`config.mk`:
```
export PLATFORM = sky130hd
export DESIGN_NAME = regfile_write_arbiter
export DESIGN_NICKNAME = d
export VERILOG_FILES = /design/src/rtl/regfile_write_arbiter.sv
export SDC_FILE = /design/constraint.sdc
export NUM_CORES = 1
export LEC_CHECK = 0
export BUFFER_PORTS_ARGS = -buffer_cell sky130_fd_sc_hd__buf_2
export CAP_MARGIN = 20
export CORE_MARGIN = 1.5
export CORE_UTILIZATION = 40
export CTS_CLUSTER_DIAMETER = 50
export CTS_CLUSTER_SIZE = 25
export DETAILED_ROUTE_END_ITERATION = 6
export SYNTH_ARGS = -nofsm -noshare
export SYNTH_HDL_FRONTEND = slang
export SYNTH_SLANG_ARGS = --single-unit
```
`constraint.sdc`:
```
create_clock -name clock -period 3.3 [get_ports clock]
set_clock_uncertainty 0.2 [all_clocks]
set_input_delay 0.66 -clock clock [delete_from_list [all_inputs] [get_ports clock]]
set_output_delay 0.66 -clock clock [all_outputs]
set_load 0.01 [all_outputs]
```
`src/rtl/regfile_write_arbiter.sv`:
```
// Register-file write-port arbiter: pipeline writeback has priority, multdiv results queue in a FIFO.
// Optional WAW squash of queued results on pipeline writes: define WB_WAW_SQUASH_EN.
module regfile_write_arbiter #(
  parameter int DEPTH = 4
) (
  input  logic                   clock,
  input  logic                   ctrl_reset,
  input  logic                   wb_valid,
  input  logic [4:0]             wb_reg,
  input  logic [31:0]            wb_data,
  input  logic                   md_valid,
  output logic                   md_ready,
  input  logic [4:0]             md_reg,
  input  logic [31:0]            md_data,
  output logic                   ctrl_writeEnable,
  output logic [4:0]             ctrl_writeReg,
  output logic [31:0]            data_writeReg,
  output logic                   pending,
  output logic [$clog2(DEPTH):0] pending_count
);
  localparam int AW = $clog2(DEPTH);
  localparam logic [AW:0] FULL = DEPTH[AW:0];

  logic [DEPTH-1:0]       entValid;
  logic [DEPTH-1:0][4:0]  entReg;
  logic [DEPTH-1:0][31:0] entData;
  logic [AW-1:0]          headPtr, tailPtr;
  logic [AW:0]            count;

  logic wbGrant, headExists, headLive, fifoGrant, pop, accept, push, enqValid;

  assign wbGrant    = wb_valid && (wb_reg != 5'd0);
  assign headExists = (count != '0);
  assign headLive   = headExists && entValid[headPtr];
  // Reset gates the FIFO side so nothing stale reaches the regfile in the reset cycle.
  assign fifoGrant  = !wbGrant && headLive && !ctrl_reset;
  // A squashed head retires without the port, so it may pop under a pipeline write.
  assign pop        = headExists && (!entValid[headPtr] || !wbGrant);
  assign md_ready   = (count < FULL);
  assign accept     = md_valid && md_ready;
  assign push       = accept && (md_reg != 5'd0);

`ifdef WB_WAW_SQUASH_EN
  assign enqValid = !(wbGrant && (md_reg == wb_reg));
`else
  assign enqValid = 1'b1;
`endif

  always_comb begin
    ctrl_writeEnable = 1'b0;
    ctrl_writeReg    = 5'd0;
    data_writeReg    = 32'd0;
    if (wbGrant) begin
      ctrl_writeEnable = 1'b1;
      ctrl_writeReg    = wb_reg;
      data_writeReg    = wb_data;
    end else if (fifoGrant) begin
      ctrl_writeEnable = 1'b1;
      ctrl_writeReg    = entReg[headPtr];
      data_writeReg    = entData[headPtr];
    end
  end

  assign pending       = headExists;
  assign pending_count = count;

  always_ff @(posedge clock) begin
    if (ctrl_reset) begin
      count    <= '0;
      headPtr  <= '0;
      tailPtr  <= '0;
      entValid <= '0;
    end else begin
`ifdef WB_WAW_SQUASH_EN
      if (wbGrant)
        for (int i = 0; i < DEPTH; i++)
          if (entReg[i] == wb_reg) entValid[i] <= 1'b0;
`endif
      if (push) begin
        entValid[tailPtr] <= enqValid;
        tailPtr           <= tailPtr + 1'b1;
      end
      if (pop) headPtr <= headPtr + 1'b1;
      case ({push, pop})
        2'b10:   count <= count + 1'b1;
        2'b01:   count <= count - 1'b1;
        default: count <= count;
      endcase
    end
  end

  // Payload needs no reset; the valid bits and count qualify it.
  always_ff @(posedge clock) begin
    if (push) begin
      entReg[tailPtr]  <= md_reg;
      entData[tailPtr] <= md_data;
    end
  end
endmodule

```
==> impl_metrics.sql, run 1 <==
INSERT INTO impl_metrics (metric_group, metric, value, unit) VALUES
('outcome', 'run_status', 'completed', ''),
('yosys', 'synthMuxAreaShare', '0.1346', ''),
('layout', 'areaGrowthSynthToFinish', '22.56', '%'),
('global_route', 'vias_in_the_first_global_route', '3888', ''),
('power_and_ir_drop', 'powerDensity', '700.1', 'mW/mm²'),
('floorplanning', 'die_w', '131.4', 'µm'),
('yosys', 'yosysTopAreaCell', 'edfxtp_1', ''),
('yosys', 'synth_edf_count', '148', ''),
('layout', 'nets', '599', ''),
('floorplanning', 'initial_utilization', '0.4124', ''),
('setup_path', 'required', '2.44', 'ns'),
('cts', 'tritoncts_num_sinks', '159', ''),
('floorplanning', 'die_outline_area', '0.01728', 'mm²'),
('cts', 'cts-htree-levels', '4', ''),
('global_route', 'grt_start_max_net_pins', '41', ''),
('placed_design', 'place_worst_setup_slack', '0.1289', 'ns'),
('sta', 'final_max_slew_viol_count', '0', ''),
('yosys', 'synth.top_cells.by_count', 'edfxtp_1 (148), nand2_1 (71), mux4_2 (38)', ''),
('yosys', 'netlist_area', '0.006599', 'mm²'),
('global_route', 'globalRouteOverflowTotal', '0', ''),
('layout', 'finished_core_util', '0.5055', ''),
('floorplanning', 'floorplan.io_pins', '121', ''),
('yosys', 'synthesized_net_count', '467', ''),
('detailed_routing', 'number_of_nets_with_antenna_violations_after_routing', '0', ''),
('yosys', 'syn-mean-instance-area', '17.23', 'µm²'),
('detailed_routing', 'wl_per_cell', '17.67', 'µm'),
('yosys', 'seq_total_area_yosys', '0.7069', ''),
('detailed_routing', 'via_count', '3721', ''),
('sta', 'fmax', '0.3344', 'GHz'),
('sta', 'layout_worst_path_cycle_share', '0.9063', ''),
('cts', 'ctsHoldBuffers', '0', ''),
('yosys', 'simple_gate_area_share_of_the_yosys_netlist', '0.1016', ''),
('yosys', 'yosys-top-cells-area', 'edfxtp_1 (67%), mux4_2 (13%), nand2_1 (4.0%)', ''),
('detailed_routing', 'drt_iter0_drc', '218', ''),
('floorplanning', 'floorplan.die.height', '131.4', 'µm'),
('sta', 'relSlewSlack', '0.6071', ''),
('detailed_routing', 'drc_errors', '0', ''),
('sta', 'setup-tns-final', '0', 'ns'),
('yosys', 'yosysMostFrequentCell', 'edfxtp_1', ''),
('global_route', 'grt_antenna_before_repair', '0', ''),
('layout', 'final_cell_count_no_fill', '743', ''),
('cts', 'worstSkewPairLatency', '0.42', 'ns'),
('sta', 'final.setup.worst_slack', '0.3091', 'ns'),
('yosys', 'yosys.cell_types.count', '31', ''),
('sta', 'finalHoldViolCount', '0', ''),
('placed_design', 'hpwlAfterDp', '8.036', 'mm'),
('cts', 'post_cts_repair_setup_buffers', '0', ''),
('job', 'max-cap-violations', '0', ''),
('placed_design', 'numPortBuffers', '120', ''),
('yosys', 'seq_cells_post_synth', '159', ''),
('placed_design', 'placed_cells_incl_taps', '712', ''),
('cts', 'clock-root-buffer', 'clkbuf_16', ''),
('cts', 'cts.reportedPaths.clkPinSlew', '0.06', 'ns'),
('setup_path', 'start_kind', 'flop', ''),
('cts', 'cts_made_buffers', '17', ''),
('sta', 'grt_setup_unrepaired', 'false', ''),
('power_and_ir_drop', 'fin_total_pwr', '5.662', 'mW'),
('global_route', 'track_usage', '0.1627', ''),
('layout', 'antenna_cells_inserted', '0', ''),
('layout', 'final_area', '0.008088', 'mm²'),
('yosys', 'synth_xor_area_frac', '0.003982', ''),
('yosys', 'synth_flop_cell', 'edfxtp_1', ''),
('setup_path', 'setup.worst_path.end_class', 'output pin', ''),
('sta', 'timing.final.setup_violations', '0', ''),
('layout', 'post_route_cells_drive_above_1_share', '0.4402', ''),
('setup_path', 'critical_path.max_fanout', '19', ''),
('floorplanning', 'core-area', '0.01600', 'mm²'),
('setup_path', 'r2r_setup_slack', '0.61', 'ns'),
('sta', 'period_minus_slack', '2.991', 'ns'),
('hold_path', 'hold_class', 'in -> reg', ''),
('placed_design', 'place.gp.congestion', '0.7457', '');
-- power breakdown --
part | total, mW | switching, mW | leakage, nW | internal, mW
clock network | 1.90 | 0.728 | 0.278 | 1.18
logic | 1.24 | 0.665 | 1.28 | 0.576
registers | 2.52 | 0.0669 | 1.45 | 2.45
total | 5.66 | 1.46 | 3.00 | 4.20
-- final timing paths --
check,startpoint,endpoint,cells after the start
worst max-delay path,headPtr[0],ctrl_writeReg[4],6
worst min-delay path,md_data[8],entData[8],1
worst max register to register,headPtr[0],pending_count[2],8
worst min register to register,entValid[0],entValid[0],2
-- cells in the final DEF (no fill, tap or decap), types with 8 or more instances in the layout --
cell type  netlist  layout
edfxtp_1       148     148
buf_2           10     120
nand2_1         71      71
mux4_2          38      38
nand3_2         20      20
clkbuf_16        0      17
nand3_1         15      15
buf_4            0      14
nor2_1          11      11
dfxtp_1         11       9
a21oi_1          8       8
inv_1            8       8
-- area by class of cell --
class | instances | area [µm²]
Sequential cell | 159 | 4669
Multi-Input combinational cell | 193 | 1794
Inverter | 8 | 30.03
Tap cell | 216 | 270.3
Clock buffer | 19 | 432.9
Fill cell | 1404 | 7913
Clock inverter | 12 | 145.1
Timing Repair Buffer | 136 | 745.7
-- sequential cells by signal, indices dropped and copies added, names as in the netlist --
signal and flops:
entData 128, entReg 20, entValid 4, pending_count 3, headPtr 2, tailPtr 2
-- metal layers --
layer / vias to the layer above / share of wire / global-route usage
met2: 110 / 0.52 / 0.2813
met4: 0 / 0.022 / 0.07407
li1: 1734 / - / -
met3: 19 / 0.045 / 0.04012
met1: 1858 / 0.41 / 0.1918
met5: - / 0 / 0
-- critical path: stages, from the launching register on --
cell and delay [ns]:
dfxtp_4 0.35, mux4_2 0.37, nor3b_4 0.25, buf_4 0.34, nand3_1 0.17, nand2_1 0.09, buf_2 0.12
-- logic make-up after synthesis --
group                      Yosys count
DFF                                159
and+or+nand+nor                    129
muxes                               41
buffers and inverters               31
AOI/OAI and AO/OA                   14
adders and majority gates            6
xor gates and xnor gates             3
Note: power is estimated with default switching activity, not from simulation.
==> run 2, diff against run 1 <==
clock period = 3.86 ns   (was 3.3 ns; I/O delays follow)
==> run 2 against run 1 <==
Design area fell by 1.1%; highest routed layer unchanged; worst hold slack improved by 0.033 ns; non-clock buffer count fell by 6; combinational power fell by 17%; critical path type unchanged.
==> impl_metrics.sql, run 2 (synthesis results as in run 1) <==
INSERT INTO impl_metrics (metric_group, metric, value, unit) VALUES
('outcome', 'run_status', 'completed', ''),
('floorplanning', 'core-area', '0.01600', 'mm²'),
('detailed_routing', 'number_of_nets_with_antenna_violations_after_routing', '0', ''),
('sta', 'fmax', '0.3049', 'GHz'),
('detailed_routing', 'vias_per_cell', '4.985', ''),
('sta', 'period_minus_slack', '3.280', 'ns'),
('layout', 'flip_flop_count_of_the_largest_register_all_copies_and_words_added', '128', ''),
('layout', 'post_route_cells_drive_above_1_share', '0.4297', ''),
('layout', 'layout.area.seq', '0.004669', 'mm²'),
('cts', 'worstSkewPairLatency', '0.41', 'ns'),
('hold_path', 'hold_class', 'reg -> reg', ''),
('detailed_routing', 'totalWireLength', '13.42', 'mm'),
('setup_path', 'r2r_setup_slack', '1.04', 'ns'),
('sta', 'timing.final.setup_violations', '0', ''),
('sta', 'timing.hold.ws', '0.2856', 'ns'),
('power_and_ir_drop', 'fin_total_pwr', '4.736', 'mW'),
('floorplanning', 'initial_utilization', '0.4124', ''),
('detailed_routing', 'drc_errors', '0', ''),
('cts', 'clock-root-buffer', 'clkbuf_16', ''),
('sta', 'setup-tns-final', '0', 'ns'),
('cts', 'post_cts_resized', '0', ''),
('cts', 'tritoncts_clock_tree', 'built', ''),
('placed_design', 'placed_cells_incl_taps', '704', ''),
('sta', 'layout_worst_path_cycle_share', '0.8497', ''),
('global_route', 'grt_pass1_wl', '21.10', 'mm'),
('layout', 'largestRegisters', 'entData: 128 flops, entReg: 20 flops, entValid: 4 flops', ''),
('placed_design', 'hpwlAfterDp', '8.159', 'mm'),
('cts', 'cts.reportedPaths.clkPinSlew', '0.06', 'ns'),
('power_and_ir_drop', 'powerDensity', '592.3', 'mW/mm²'),
('setup_path', 'critical_path.max_fanout', '18', ''),
('setup_path', 'arrival', '2.31', 'ns'),
('layout', 'regMostFlops', 'entData', ''),
('cts', 'cts-htree-levels', '4', ''),
('layout', 'antenna_cells_inserted', '0', ''),
('layout', 'multi_input_area', '0.001794', 'mm²'),
('power_and_ir_drop', 'vdd_ir_drop_max', '0.3113', 'mV'),
('cts', 'cts_made_buffers', '17', ''),
('cts', 'tritoncts_num_sinks', '159', ''),
('setup_path', 'setup.worst_path.end_class', 'output pin', ''),
('layout', 'mostFrequentLayoutCell', 'edfxtp_1', ''),
('detailed_routing', 'drt_iter0_drc', '142', ''),
('cts', 'post_cts_repair_setup_buffers', '0', ''),
('sta', 'finalHoldViolCount', '0', ''),
('job', 'max-cap-violations', '0', ''),
('floorplanning', 'floorplan.die.height', '131.4', 'µm'),
('layout', 'final_cell_count_no_fill', '735', ''),
('floorplanning', 'floorplan.io_pins', '121', ''),
('detailed_routing', 'drt_pass1_iterations', '4', ''),
('placed_design', 'place_worst_setup_slack', '0.5408', 'ns'),
('layout', 'finished_core_util', '0.4998', ''),
('sta', 'final.setup.worst_slack', '0.5800', 'ns'),
('layout', 'areaGrowthSynthToFinish', '21.18', '%'),
('global_route', 'vias_in_the_first_global_route', '3845', ''),
('sta', 'final_max_slew_viol_count', '0', ''),
('floorplanning', 'row_count', '46', ''),
('sta', 'relSlewSlack', '0.2874', ''),
('placed_design', 'place.gp.congestion', '0.7292', ''),
('sta', 'grt_setup_unrepaired', 'false', ''),
('detailed_routing', 'via_count', '3664', ''),
('sta', 'worst_slew_pin_slew', '1.069', 'ns'),
('placed_design', 'numPortBuffers', '120', ''),
('global_route', 'track_usage', '0.1646', ''),
('cts', 'cts_buffer_depth', '2', ''),
('setup_path', 'start_kind', 'flop', ''),
('cts', 'ctsHoldBuffers', '0', ''),
('layout', 'final_cell_mix', 'edfxtp_1 (148), buf_2 (120), nand2_1 (71)', ''),
('global_route', 'grt_antenna_before_repair', '0', ''),
('layout', 'final_area', '0.007996', 'mm²'),
('placed_design', 'dpl_cell_area', '0.007425', 'mm²'),
('global_route', 'grt_start_max_net_pins', '40', ''),
('layout', 'nets', '593', ''),
('global_route', 'globalRouteOverflowTotal', '0', ''),
('setup_path', 'required', '2.89', 'ns'),
('floorplanning', 'die_outline_area', '0.01728', 'mm²'),
('detailed_routing', 'wl_per_cell', '18.26', 'µm'),
('layout', 'layout.filler_cells', '1418', ''),
('setup_path', 'path_class', 'reg -> out', ''),
('floorplanning', 'die_w', '131.4', 'µm'),
('power_and_ir_drop', 'leakage', '2.953', 'nW');
run 2: cell types whose count changed in the layout (fill, tap and decap cells not counted), sizes merged:
cell,delta
clkinvlp,-1
bufinv,-1
buf,-6
run 2: final cells by class:
type                    instances  share of cell area
clock buffers                  19             0.05414
clock inverters                10             0.01236
inverters                       8            0.003755
multi-input cells             193              0.2244
flip-flops and latches        159              0.5839
well taps                     216             0.03380
repair buffers                130             0.08762
run 2: critical path, cell delays in order, from the launching register on:
cell and delay [ns]:
dfxtp_4 0.49, mux4_2 0.58, nor3b_4 0.18, buf_4 0.24, a32o_1 0.28, buf_2 0.14
run 2: report_power, final:
group / switching [mW] / total, mW / internal [mW]
clock network: 0.602 / 1.53 / 0.927
logic: 0.555 / 1.03 / 0.479
registers: 0.0753 / 2.17 / 2.10
total: 1.23 / 4.74 / 3.50
run 2: final timing paths:
path / startpoint / to / cells after the start
worst max-delay path: headPtr[0] / ctrl_writeReg[2] / 5
worst min-delay path: entValid[2] / entValid[2] / 2
worst max register to register: headPtr[0] / pending_count[2] / 8
worst min register to register: entValid[2] / entValid[2] / 2
run 2: layer usage:
metal	wire (µm)	part of all wire	GRT usage
met1	5552	0.41	0.2023
met2	6963	0.52	0.2813
met4	241	0.018	0.06790
met5	0	0	0
met3	666	0.050	0.03704
